### src/rtl/risc_pkg.sv
// Shared types and encodings for the 16-bit RISC sequencing controller.
// The controller FSM states, opcode/condition fields, memory commands and write-back selects.
package risc_pkg;

    typedef enum logic [4:0] {
        S_RST, S_IF1, S_UPC, S_DEC,
        S_MOVI, S_MB, S_MC, S_WB,
        S_AB, S_AA, S_AC,
        S_LA, S_LC, S_MA, S_MR, S_LW,
        S_SA, S_SC, S_MAS, S_SB, S_SC2, S_MW,
        S_BR, S_HALT
    } state_t;

    localparam logic [2:0] OPC_BR   = 3'b001;
    localparam logic [2:0] OPC_LDR  = 3'b011;
    localparam logic [2:0] OPC_STR  = 3'b100;
    localparam logic [2:0] OPC_ALU  = 3'b101;
    localparam logic [2:0] OPC_MOV  = 3'b110;
    localparam logic [2:0] OPC_HALT = 3'b111;

    localparam logic [1:0] OP_MOVSH = 2'b00;
    localparam logic [1:0] OP_MOVI  = 2'b10;
    localparam logic [1:0] OP_CMP   = 2'b01;
    localparam logic [1:0] OP_MVN   = 2'b11;

    localparam logic [2:0] COND_AL = 3'b000;
    localparam logic [2:0] COND_EQ = 3'b001;
    localparam logic [2:0] COND_NE = 3'b010;
    localparam logic [2:0] COND_LT = 3'b011;
    localparam logic [2:0] COND_LE = 3'b100;

    localparam logic [1:0] MNONE  = 2'b00;
    localparam logic [1:0] MREAD  = 2'b01;
    localparam logic [1:0] MWRITE = 2'b10;

    localparam logic [1:0] VSEL_C     = 2'b00;
    localparam logic [1:0] VSEL_PC    = 2'b01;
    localparam logic [1:0] VSEL_IMM8  = 2'b10;
    localparam logic [1:0] VSEL_MDATA = 2'b11;

endpackage

### src/rtl/risc_branch_eval.sv
// Branch condition evaluator: maps the condition code (Rn field) and datapath flags to taken.
module risc_branch_eval (
    input  logic [2:0] cond_i,
    input  logic       flag_n_i,
    input  logic       flag_z_i,
    input  logic       flag_v_i,
    output logic       taken_o
);
    import risc_pkg::*;

    always_comb begin
        taken_o = 1'b0;
        case (cond_i)
            COND_AL: taken_o = 1'b1;
            COND_EQ: taken_o = flag_z_i;
            COND_NE: taken_o = ~flag_z_i;
            COND_LT: taken_o = flag_n_i ^ flag_v_i;
            COND_LE: taken_o = (flag_n_i ^ flag_v_i) | flag_z_i;
            default: taken_o = 1'b0;
        endcase
    end

endmodule

### src/rtl/risc_seq_ctrl.sv
// Multi-cycle controller: owns PC, IR, data-address register and the main FSM,
// and drives the datapath strobes. All outputs are Moore (state + registered IR).
module risc_seq_ctrl #(
    parameter int                ADDR_W   = 9,
    parameter int                DATA_W   = 16,
    parameter logic [ADDR_W-1:0] RESET_PC = '0
) (
    input  logic              clk,
    input  logic              reset,
    input  logic [DATA_W-1:0] mem_rdata,
    input  logic              mem_ready,
    input  logic [DATA_W-1:0] dp_c,
    input  logic              flag_n,
    input  logic              flag_z,
    input  logic              flag_v,
    output logic [1:0]        mem_cmd,
    output logic [ADDR_W-1:0] mem_addr,
    output logic [DATA_W-1:0] mem_wdata,
    output logic [2:0]        readnum,
    output logic [2:0]        writenum,
    output logic              write,
    output logic              loada,
    output logic              loadb,
    output logic              loadc,
    output logic              loads,
    output logic              asel,
    output logic              bsel,
    output logic [1:0]        vsel,
    output logic [1:0]        alu_op,
    output logic [1:0]        shift,
    output logic [DATA_W-1:0] sximm5,
    output logic [DATA_W-1:0] sximm8,
    output logic [ADDR_W-1:0] pc,
    output logic              halted,
    output logic              illegal,
    output logic [4:0]        dbg_state_o
);
    import risc_pkg::*;

    state_t            state_q, state_d;
    logic [ADDR_W-1:0] pc_q, pc_d;
    logic [ADDR_W-1:0] addr_q, addr_d;
    logic [15:0]       ir_q, ir_d;
    logic              illegal_q, illegal_d;
    logic              addr_sel;
    logic              br_taken;

    logic [2:0] opcode, rn, rd, rm;
    logic [1:0] op;

    assign opcode = ir_q[15:13];
    assign op     = ir_q[12:11];
    assign rn     = ir_q[10:8];
    assign rd     = ir_q[7:5];
    assign rm     = ir_q[2:0];

    assign alu_op      = op;
    assign shift       = ir_q[4:3];
    assign sximm5      = {{(DATA_W-5){ir_q[4]}}, ir_q[4:0]};
    assign sximm8      = {{(DATA_W-8){ir_q[7]}}, ir_q[7:0]};
    assign mem_addr    = addr_sel ? pc_q : addr_q;
    assign mem_wdata   = dp_c;
    assign pc          = pc_q;
    assign halted      = (state_q == S_HALT);
    assign illegal     = illegal_q;
    assign dbg_state_o = state_q;

    risc_branch_eval u_branch_eval (
        .cond_i   (rn),
        .flag_n_i (flag_n),
        .flag_z_i (flag_z),
        .flag_v_i (flag_v),
        .taken_o  (br_taken)
    );

    // Reset wins over everything, so a pending handshake is simply abandoned.
    always_ff @(posedge clk) begin
        if (reset) begin
            state_q   <= S_RST;
            pc_q      <= RESET_PC;
            addr_q    <= '0;
            ir_q      <= '0;
            illegal_q <= 1'b0;
        end else begin
            state_q   <= state_d;
            pc_q      <= pc_d;
            addr_q    <= addr_d;
            ir_q      <= ir_d;
            illegal_q <= illegal_d;
        end
    end

    always_comb begin
        state_d   = state_q;
        pc_d      = pc_q;
        addr_d    = addr_q;
        ir_d      = ir_q;
        illegal_d = illegal_q;
        mem_cmd   = MNONE;
        addr_sel  = 1'b1;
        readnum   = 3'd0;
        writenum  = 3'd0;
        write     = 1'b0;
        loada     = 1'b0;
        loadb     = 1'b0;
        loadc     = 1'b0;
        loads     = 1'b0;
        asel      = 1'b0;
        bsel      = 1'b0;
        vsel      = VSEL_C;

        case (state_q)
            S_RST: begin
                pc_d    = RESET_PC;
                state_d = S_IF1;
            end
            S_IF1: begin
                mem_cmd = MREAD;
                if (mem_ready) begin
                    ir_d    = mem_rdata[15:0];
                    state_d = S_UPC;
                end
            end
            S_UPC: begin
                pc_d    = pc_q + ADDR_W'(1);
                state_d = S_DEC;
            end
            S_DEC: begin
                case (opcode)
                    OPC_MOV: begin
                        if (op == OP_MOVI) begin
                            state_d = S_MOVI;
                        end else if (op == OP_MOVSH) begin
                            state_d = S_MB;
                        end else begin
                            illegal_d = 1'b1;
                            state_d   = S_HALT;
                        end
                    end
                    OPC_ALU:  state_d = S_AB;
                    OPC_LDR:  state_d = S_LA;
                    OPC_STR:  state_d = S_SA;
                    OPC_BR:   state_d = S_BR;
                    OPC_HALT: state_d = S_HALT;
                    default: begin
                        illegal_d = 1'b1;
                        state_d   = S_HALT;
                    end
                endcase
            end
            S_MOVI: begin
                write    = 1'b1;
                writenum = rn;
                vsel     = VSEL_IMM8;
                state_d  = S_IF1;
            end
            S_MB: begin
                loadb   = 1'b1;
                readnum = rm;
                asel    = 1'b1;
                state_d = S_MC;
            end
            S_MC: begin
                loadc   = 1'b1;
                state_d = S_WB;
            end
            S_WB: begin
                write    = 1'b1;
                writenum = rd;
                vsel     = VSEL_C;
                state_d  = S_IF1;
            end
            S_AB: begin
                loadb   = 1'b1;
                readnum = rm;
                state_d = (op == OP_MVN) ? S_AC : S_AA;
            end
            S_AA: begin
                loada   = 1'b1;
                readnum = rn;
                state_d = S_AC;
            end
            S_AC: begin
                // CMP only updates the status register and skips write-back.
                if (op == OP_CMP) begin
                    loads   = 1'b1;
                    state_d = S_IF1;
                end else begin
                    loadc   = 1'b1;
                    state_d = S_WB;
                end
            end
            S_LA, S_SA: begin
                loada   = 1'b1;
                readnum = rn;
                bsel    = 1'b1;
                state_d = (state_q == S_LA) ? S_LC : S_SC;
            end
            S_LC, S_SC: begin
                loadc   = 1'b1;
                state_d = (state_q == S_LC) ? S_MA : S_MAS;
            end
            S_MA, S_MAS: begin
                addr_d  = dp_c[ADDR_W-1:0];
                state_d = (state_q == S_MA) ? S_MR : S_SB;
            end
            S_MR: begin
                mem_cmd  = MREAD;
                addr_sel = 1'b0;
                if (mem_ready) state_d = S_LW;
            end
            S_LW: begin
                write    = 1'b1;
                writenum = rd;
                vsel     = VSEL_MDATA;
                state_d  = S_IF1;
            end
            S_SB: begin
                loadb   = 1'b1;
                readnum = rd;
                state_d = S_SC2;
            end
            S_SC2: begin
                loadc   = 1'b1;
                asel    = 1'b1;
                state_d = S_MW;
            end
            S_MW: begin
                mem_cmd  = MWRITE;
                addr_sel = 1'b0;
                if (mem_ready) state_d = S_IF1;
            end
            S_BR: begin
                // PC already points past the branch, so the offset is relative to instr+1.
                if (br_taken) pc_d = pc_q + sximm8[ADDR_W-1:0];
                state_d = S_IF1;
            end
            S_HALT: state_d = S_HALT;
            default: state_d = S_RST;
        endcase
    end

endmodule

### config.mk
export PLATFORM = sky130hd
export DESIGN_NAME = risc_seq_ctrl
export DESIGN_NICKNAME = d
export VERILOG_FILES = /design/src/rtl/risc_pkg.sv /design/src/rtl/risc_branch_eval.sv /design/src/rtl/risc_seq_ctrl.sv
export SDC_FILE = /design/constraint.sdc
export NUM_CORES = 1
export LEC_CHECK = 0
export ABC_AREA = 1
export CAP_MARGIN = 20
export CORE_MARGIN = 5
export CORE_UTILIZATION = 34
export CTS_CLUSTER_SIZE = 28
export DETAILED_ROUTE_END_ITERATION = 10
export PLACE_DENSITY_LB_ADDON = 0.12
export SLEW_MARGIN = 40
export SYNTH_ARGS = -nofsm -noshare
export SYNTH_HDL_FRONTEND = slang
export SYNTH_HIERARCHICAL = 1
export SYNTH_SLANG_ARGS = --single-unit
### constraint.sdc
create_clock -name clk -period 2.25 [get_ports clk]
set_input_delay 0.5625 -clock clk [delete_from_list [all_inputs] [get_ports clk]]
set_output_delay 0.5625 -clock clk [all_outputs]
set_load 0.1 [all_outputs]
==> impl_metrics.json <==
{
  "outcome": "finished with violations",
  "failed_checks": "setup timing",
  "portBuffers": 117,
  "report.final.hold_viol_count": 0,
  "area_growth_pct": 68.98,
  "end_kind": "output port",
  "max_stage_delay_ps": 390,
  "fin_crit_ps": 2255,
  "ys_seq_area_frac": 0.2658,
  "cp_max_fo": 7,
  "synthTopCellsByArea": "dfxtp_1, buf_4, nand2_1",
  "maxSlewViolCount": 0,
  "synthTopCellsByCount": "nand2_1, buf_4, nor2_1",
  "slew_headroom": 0.4942,
  "viasPerCell": 4.832,
  "syn_nets": 507,
  "synthArstFlopShare": 0,
  "cts_buffers": 5,
  "timing.fmax_ghz": 0.4435,
  "fin_crit_sh": 1.002,
  "yosysWarnings": 6,
  "drc": 0,
  "placed_area_sq_um": 4757,
  "hold_path_class": "reg -> reg",
  "crit_slowest_cell": "dfxtp_4",
  "die_y_um": 104.1,
  "ys_ff_latch": 40,
  "grt_usage": 0.1814,
  "syn_area_sq_um": 3013,
  "setup_violations": 1,
  "design.core.area_sq_um": 8678,
  "clock_latency_ps": 300,
  "power_density_nw_per_um2": 1098,
  "htree_num_levels": 2,
  "dieArea_sq_um": 10840,
  "vias": 3184,
  "path_clk_slew_ps": 80,
  "max_cap_violations": 0,
  "path_class": "reg -> out",
  "fp.dieW_um": 104.1,
  "cts_tree": "done",
  "synth_top_area_share": 0.2658,
  "place.gp.congestion": 0.9163,
  "ys_types": 35,
  "synth.avg_cell_area_sq_um": 6.550,
  "dpl.hpwl_mm": 7.753,
  "grt_pass1_vias": 3194,
  "drive_gt1_frac": 0.3739,
  "fillers": 806,
  "drt_pass1_iterations": 5,
  "final_nets": 597,
  "hold_ws_ps": 469.4,
  "fin_ws_ps": -4.569,
  "grt-ovfl-total": 0,
  "ir_worst_vdd_mv": 0.7842,
  "clk_path_buf_depth": 2,
  "initialDrtViolationCount": 205,
  "clock-root-buffer": "clkbuf_8",
  "ys.flop_type": "dfxtp_1",
  "rows": 34,
  "detail-route-antenna-nets": 0,
  "cp_top_family": "simple AND/OR/NAND/NOR gates",
  "grt_pass1_wl_mm": 16.33,
  "antenna_cells": 0,
  "startpoint_type": "flip-flop",
  "tightest_slew_ps": 757.9,
  "post-synth-top-count-cell": "nand2_1",
  "drt_wl_total_mm": 9.834,
  "start_util": 0.3472,
  "required_ps": 1690,
  "yosysTopAreaCell": "dfxtp_1",
  "setup_tns_ps": -4.569,
  "worst_clock_skew_ps": 9.818,
  "ios": 132,
  "worst_path_most_repeated_cell": "nand2_2",
  "path_buf_inv": 2,
  "fin_area_sq_um": 5091,
  "cts.sinks": 40,
  "grt_max_degree": 33,
  "rsz0062_at_grt": "true",
  "path_cells": "nand2_2 -> inv_1 -> nand2_4 -> nand2_8 -> or2_4 -> nand2_2 -> o221ai_4 -> buf_12",
  "avgRoutedWirePerCell_um": 14.92,
  "synth_edf_count": 0,
  "p_leak_nw": 2.281,
  "antenna_found_initial": 0,
  "syn_inst": 460,
  "cp.arrival_ps": 1690
}
[per-stage QoR]
| step | util | cells | total power, mW | setup slack, ps |
|---|---|---|---|---|
| 2_1_floorplan | - | 460 | 4.028 | -249.4 |
| 3_3_place_gp | 0.5482 | 634 | 4.982 | 132.8 |
| 3_5_place_dp | 0.5482 | 634 | 4.996 | 49.64 |
| 4_1_cts | 0.5789 | 655 | 5.589 | -18.29 |
| 5_1_grt | 0.5866 | 659 | 5.851 | -81.01 |
| 6_report | 0.5866 | 659 | 5.590 | -4.569 |
[per-layer routing]
layer,GRT usage,vias to the layer above,wire length [um]
li1,-,1628,-
met1,0.2518,1430,4682
met2,0.2709,118,4303
met3,0.05959,8,754
met4,0.04440,0,93
met5,0,-,0
[final timing paths]
path                                      from          to  slack [ps]  cells past startpoint
worst min-delay path                   illegal     illegal         470                      2
worst max-delay path            dbg_state_o[0]  readnum[0]          -5                      8
worst min register to register         illegal     illegal         470                      2
worst max register to register  dbg_state_o[3]       pc[8]         150                     13
[cells by family after synthesis]
family / count (synthesis) / synth area share
AO/OA/AOI/OAI: 87 / 0.1595
XOR/XNOR: 1 / 0.002908
adder cells (fa/ha/maj): 9 / 0.03987
buffers and inverters: 115 / 0.2147
flip-flops: 40 / 0.2658
multiplexers: 8 / 0.02990
AND/OR/NAND/NOR: 200 / 0.2874
[sequential cells by signal, summed over array words and instances, names as in the netlist]
register	flops
illegal	1
pc	9
dbg_state_o	5
ir_q	16
addr_q	9
[repair_timing]
item	CTS	global route
pin swaps	8	6
gates resized for setup	19	12
setup buffers	12	4
cloned	1	0
endpoints found under the setup margin	17	24
hold buffers	0	0
[power by group]
part / total, mW / internal (mW) / switching [mW]
Combinational: 4.06 / 1.18 / 2.89
Clock: 0.487 / 0.216 / 0.271
Sequential: 1.04 / 0.849 / 0.190
Total: 5.59 / 2.24 / 3.35
[worst register-to-register path: cells and delay by family (launching register included)]
kind | cells | cell delay [ps]
DFF | 1 | 400
AOI/OAI and AO/OA | 1 | 120
and+or+nand+nor | 9 | 900
buffers and inverters | 1 | 90
adders and majority gates | 2 | 540
[cell usage in the layout, fill, tap and decap left out, types with 4 or more instances in the layout]
cell type and count:
dfxtp_1 33, dfxtp_4 5, nand4_1 4, nand2_1 74, nor2_1 42, nand2_2 11
inv_1 45, inv_2 6, nor2_2 7, or2_2 4, ha_1 7, nor2_4 8
buf_12 59, o21ai_0 32, mux2_4 8, clkbuf_8 5, nand3_1 35, buf_4 53
a21oi_2 4, clkdlybuf4s50_1 30, nand2_4 7, a21oi_1 35
[cell type report]
class,count,area (sq um),share of cell area
clock inverters,3,18.77,0.003686
well taps,108,135.1,0.02654
repair buffers,143,1891,0.3713
inverters,54,217.7,0.04276
flip-flops and latches,40,822.0,0.1615
clock buffers,5,68.82,0.01352
multi-input cells,306,1938,0.3807
Power figures use the tool's default switching activity.
